<file path="src/rtl/cpu_pkg.sv">
// Shared core constants: write-back result selects and load-type encodings.
package cpu_pkg;

    // Write-back result select
    localparam logic [1:0] WB_SEL_ALU  = 2'b00;
    localparam logic [1:0] WB_SEL_LOAD = 2'b01;
    localparam logic [1:0] WB_SEL_LINK = 2'b10;
    localparam logic [1:0] WB_SEL_RSVD = 2'b11;

    // Load types
    localparam logic [2:0] LD_LB  = 3'b000;
    localparam logic [2:0] LD_LBU = 3'b001;
    localparam logic [2:0] LD_LH  = 3'b010;
    localparam logic [2:0] LD_LHU = 3'b011;
    localparam logic [2:0] LD_LW  = 3'b100;

    // A load is misaligned when its access does not fit its natural alignment;
    // reserved load types are reported the same way so they never write.
    function automatic logic ld_misaligned(input logic [2:0] ld_type, input logic [1:0] off);
        logic mis;
        unique case (ld_type)
            LD_LB, LD_LBU: mis = 1'b0;
            LD_LH, LD_LHU: mis = off[0];
            LD_LW:         mis = (off != 2'b00);
            default:       mis = 1'b1;
        endcase
        return mis;
    endfunction

endpackage

</file>
<file path="src/rtl/load_align.sv">
// Little-endian load extraction from an aligned memory word.
module load_align
    import cpu_pkg::*;
(
    input  logic [2:0]  ld_type,
    input  logic [1:0]  off,
    input  logic [31:0] mem_data,
    output logic [31:0] ld_data,
    output logic        misaligned
);

    logic [7:0]  byte_sel;
    logic [15:0] half_sel;

    // Pick the addressed byte and half-word from the read word.
    always_comb begin
        byte_sel = mem_data[7:0];
        unique case (off)
            2'd0: byte_sel = mem_data[7:0];
            2'd1: byte_sel = mem_data[15:8];
            2'd2: byte_sel = mem_data[23:16];
            2'd3: byte_sel = mem_data[31:24];
            default: byte_sel = mem_data[7:0];
        endcase
        half_sel = off[1] ? mem_data[31:16] : mem_data[15:0];
    end

    // Extend the selected field according to the load type.
    always_comb begin
        ld_data = '0;
        unique case (ld_type)
            LD_LB:   ld_data = {{24{byte_sel[7]}}, byte_sel};
            LD_LBU:  ld_data = {24'h0, byte_sel};
            LD_LH:   ld_data = {{16{half_sel[15]}}, half_sel};
            LD_LHU:  ld_data = {16'h0, half_sel};
            LD_LW:   ld_data = mem_data;
            default: ld_data = '0;
        endcase
        misaligned = ld_misaligned(ld_type, off);
    end

endmodule

</file>
<file path="src/rtl/wb_stage.sv">
// Write-back stage: selects the result, registers it and counts retirements.
module wb_stage
    import cpu_pkg::*;
#(
    parameter int unsigned DATA_W = 32,
    parameter int unsigned REG_AW = 5
) (
    input  logic              clk,
    input  logic              rst,
    input  logic              stall,
    input  logic              flush,
    input  logic              m_valid,
    input  logic              m_regWr,
    input  logic [REG_AW-1:0] m_WrReg,
    input  logic [1:0]        m_wbSel,
    input  logic [2:0]        m_ldType,
    input  logic [DATA_W-1:0] m_aluRes,
    input  logic [DATA_W-1:0] m_memData,
    input  logic [DATA_W-1:0] m_pc8,
    output logic              regWr,
    output logic [REG_AW-1:0] WrReg,
    output logic [DATA_W-1:0] WriteData,
    output logic              addr_err,
    output logic [31:0]       instret
);

    logic [DATA_W-1:0] ld_data;
    logic              ld_mis;
    logic [DATA_W-1:0] res_d;
    logic              mis_d;
    logic              wr_d;
    logic              err_d;

    // WB register
    logic              valid_q;
    logic              rep_q;     // held entry has already retired once
    logic              reg_wr_q;
    logic [REG_AW-1:0] wr_reg_q;
    logic [DATA_W-1:0] wdata_q;
    logic              addr_err_q;
    logic [31:0]       instret_q;
    logic              retire;

    load_align u_load_align (
        .ld_type    (m_ldType),
        .off        (m_aluRes[1:0]),
        .mem_data   (m_memData),
        .ld_data    (ld_data),
        .misaligned (ld_mis)
    );

    // Result select and write qualification for the incoming MEM entry.
    always_comb begin
        res_d = '0;
        unique case (m_wbSel)
            WB_SEL_ALU:  res_d = m_aluRes;
            WB_SEL_LOAD: res_d = ld_data;
            WB_SEL_LINK: res_d = m_pc8;
            default:     res_d = '0;
        endcase
        mis_d = (m_wbSel == WB_SEL_LOAD) && ld_mis;
        wr_d  = m_valid && m_regWr && (m_WrReg != '0) && !mis_d && (m_wbSel != WB_SEL_RSVD);
        err_d = m_valid && mis_d;
    end

    // An entry counts once, at the end of its first cycle in WB.
    assign retire = valid_q && !rep_q;

    // WB register: capture, hold on stall (side effects once), bubble on flush.
    always_ff @(posedge clk or posedge rst) begin
        if (rst) begin
            valid_q    <= 1'b0;
            rep_q      <= 1'b0;
            reg_wr_q   <= 1'b0;
            wr_reg_q   <= '0;
            wdata_q    <= '0;
            addr_err_q <= 1'b0;
            instret_q  <= '0;
        end else begin
            instret_q <= instret_q + {31'h0, retire};
            if (flush) begin
                valid_q    <= 1'b0;
                rep_q      <= 1'b0;
                reg_wr_q   <= 1'b0;
                addr_err_q <= 1'b0;
            end else if (stall) begin
                rep_q      <= valid_q;
                reg_wr_q   <= 1'b0;
                addr_err_q <= 1'b0;
            end else begin
                valid_q    <= m_valid;
                rep_q      <= 1'b0;
                reg_wr_q   <= wr_d;
                wr_reg_q   <= m_WrReg;
                wdata_q    <= res_d;
                addr_err_q <= err_d;
            end
        end
    end

    assign regWr     = reg_wr_q;
    assign WrReg     = wr_reg_q;
    assign WriteData = wdata_q;
    assign addr_err  = addr_err_q;
    assign instret   = instret_q;

endmodule

</file>
<file path="config.mk">
export PLATFORM = sky130hd
export DESIGN_NAME = wb_stage
export DESIGN_NICKNAME = d
export VERILOG_FILES = /design/src/rtl/cpu_pkg.sv /design/src/rtl/load_align.sv /design/src/rtl/wb_stage.sv
export SDC_FILE = /design/constraint.sdc
export NUM_CORES = 1
export LEC_CHECK = 0
export BUFFER_PORTS_ARGS = -buffer_cell sky130_fd_sc_hd__buf_4
export CAP_MARGIN = 20
export CORE_ASPECT_RATIO = 1.75
export CORE_MARGIN = 1.5
export CORE_UTILIZATION = 51
export DETAILED_ROUTE_END_ITERATION = 8
export GPL_TIMING_DRIVEN = 0
export PLACE_DENSITY = 0.83
export SLEW_MARGIN = 20
export SYNTH_ARGS = -nofsm -noshare
export SYNTH_HDL_FRONTEND = slang
export SYNTH_SLANG_ARGS = --single-unit
export TNS_END_PERCENT = 20
</file>
<file path="constraint.sdc">
create_clock -name clk -period 5.4 [get_ports clk]
set_input_delay 0.81 -clock clk [delete_from_list [all_inputs] [get_ports clk]]
set_output_delay 0.81 -clock clk [all_outputs]
set_load 0.005 [all_outputs]
</file>
==> metrics.cfg <==
[status]
status=completed

[sta]
slew_violations=0
max_freq_mhz=470
fin_ws_ns=3.27
slew-limit-headroom_pct=52.9
min_period_over_period_pct=39.4
finalClockSkew_ns=0.00829
finalHoldViolCount=0
finalSetupViolations=0
tns_ns=0
worstMarginPinSlew_ns=0.706
rsz0062_at_grt=false
period_minus_slack_ns=2.13

[yosys]
ys_types=50
ys_seq_area_share_pct=46.0
yosys_warnings=0
synth-edff-count=0
synth-seq-cells=73
syn-num-nets=482
syn_area_mm2=0.00397
synth_mux_area_share_pct=12.0
synth_xor_area_share_pct=6.62
synthCells=368
synth-compound-area-share_pct=13.9
synthSimpleGateAreaFrac_pct=17.3
synth-adder-area-share_pct=0.631
avgSynthCellArea_um2=10.8
ys_dominant_reg_cell=dfrtp_1
synth_top_family_by_area=simple AND/OR/NAND/NOR gates
synthArstFlopShare_pct=100

[finish]
final_core_util_pct=76.3
drive_gt1_share_pct=41.0
final_common_cell=buf_4
design_area_mm2=0.00577
synthToLayoutAreaGrowth_pct=45.5
most-common-layout-cells=buf_4 (180), dfrtp_1 (73), nand2_1 (58)
n_antenna_cell=0
nNetsFinal=673
fill_cells=527

[critical_path]
crit_required_ns=5.58
cp_max_fo=7
crit_path_start_kind=input pin
worstPathArrival_ns=2.31
cp-end-kind=register
path_class=in -> reg
rrSetupSlack_ns=3.30

[power]
vdd_drop_max_mv=0.250
power.density_mw_per_mm2=282
leakage_nw=3.02

[clock_network]
cts_tree=built
clock-sinks=73
clk_path_buf_depth=2
cts_resized=0
cts_made_buffers=9
post_cts_buffers=0
path_clk_slew_ns=0.06
hold_buffers=0
root_buffer=clkbuf_16
clkLatencyLatePin_ns=0.33
htreeDepth=3

[flow_run]
cap_violations=0

[drt]
post_drt_wl_per_cell_um=20.0
route.detailed.drc=0
drt_wl_total_um=13000
drt_iter0_drc=271
wl_met3_um=963
detail-route-antenna-nets=0
dr.pass1.iters=7
routed.top_layer=met4
vias=3833
met1_length_um=4260
dr_wl_met2_um=7130
viasPerCell=5.88

[placement]
hpwl_um=10200
port_buffers=179
pre_cts_ws_ns=2.97
gp_congestion=0.929
placed_cell_area_mm2=0.00545

[global_routing]
grt_pass1_wl_um=20100
grtUsageTotal_pct=31.4
grt_pass1_vias=3987
grt_max_degree=56
overflow=0
antenna_found_initial=0

[floorplan]
die_area_mm2=0.00834
start_util_pct=52.4
ios=183
fp.dieW_um=69.7
core_area_mm2=0.00757
row_count=42
die_h_um=120

[hold_path]
hold_class=in -> async

## worst max-delay path: stages
cell      delay [ns]
buf_4           0.13
or2b_1          0.30
and3_1          0.20
clkbuf_1        0.18
a222oi_1        0.48
o221ai_1        0.21
## Yosys cell counts (2+ instances only)
library cell | n | area, um^2
a211o_1 | 16 | 140
a21o_1 | 2 | 15.0
a221oi_1 | 6 | 52.6
a222oi_1 | 7 | 70.1
and2_1 | 3 | 18.8
and3_1 | 8 | 50.1
and4_1 | 3 | 26.3
buf_1 | 2 | 7.51
buf_2 | 8 | 40.0
buf_6 | 2 | 22.5
clkbuf_1 | 8 | 30.0
dfrtp_1 | 73 | 1830
ha_1 | 2 | 25.0
inv_1 | 5 | 18.8
mux2_2 | 9 | 101
mux2i_1 | 33 | 330
nand2_1 | 58 | 218
nand3_1 | 12 | 60.1
nand4_1 | 8 | 50.1
nor2_1 | 8 | 30.0
nor2b_1 | 3 | 18.8
nor3_1 | 3 | 15.0
nor4_4 | 3 | 63.8
o21ai_0 | 16 | 80.1
o221ai_1 | 16 | 140
or3_1 | 2 | 12.5
xnor2_1 | 24 | 210
xor2_1 | 6 | 52.6
## stage by stage
step                      hold WS [ns]  cells  total power [W]
final                            0.428    652          0.00163
after global routing             0.441    652          0.00169
after CTS                        0.428    652          0.00164
after detailed placement         0.473    636         0.000992
after global placement           0.464    635         0.000978
after floorplan                  0.468    368         0.000788
## metal layers
metal,up-vias,GRT usage (%)
met5,-,0
met4,0,16.7
met3,46,6.97
met2,224,59.1
met1,1810,31.5
li1,1753,-
## path summary, 6_finish.rpt
check | to | startpoint | cells past startpoint
max | WriteData[4]$_DFFE_PP0P_ | m_aluRes[0] | 6
min | WriteData[31]$_DFFE_PP0P_ | rst | 2
max reg2reg | instret[28]$_DFF_PP0_ | rep_q$_DFF_PP0_ | 7
min reg2reg | instret[31]$_DFF_PP0_ | instret[31]$_DFF_PP0_ | 1
max in group asynchronous | instret[24]$_DFF_PP0_ | rst | 3
min in group clk | instret[31]$_DFF_PP0_ | instret[31]$_DFF_PP0_ | 1
## registers in the layout, summed over array words and instances (netlist names)
register and cells:
addr_err 1, WriteData 32, regWr 1, rep_q 1, instret 32, valid_q 1
WrReg 5
## logic make-up after synthesis
logic type,count (synthesis)
multiplexers,44
flip-flops,73
adder cells (fa/ha/maj),2
buffers and inverters,28
AND/OR/NAND/NOR,122
AO/OA/AOI/OAI,69
XOR/XNOR,30
## area by class of cell
class                           instances  area, um^2  area share, %
Buffer                                 23         120           2.08
Clock buffer                            9         225           3.90
Clock inverter                          7        95.1           1.65
Inverter                                5        21.3          0.369
Multi-Input combinational cell        267        2000           34.7
Sequential cell                        73        1830           31.6
Tap cell                               88         110           1.91
Timing Repair Buffer                  180        1370           23.8
## power breakdown
group          switching [W]  total (W)  internal [W]
Clock               0.000237   0.000642      0.000404
Sequential         0.0000450   0.000649      0.000604
Combinational       0.000144   0.000336      0.000191
Total               0.000427    0.00163       0.00120
Power figures use the tool's default switching activity.
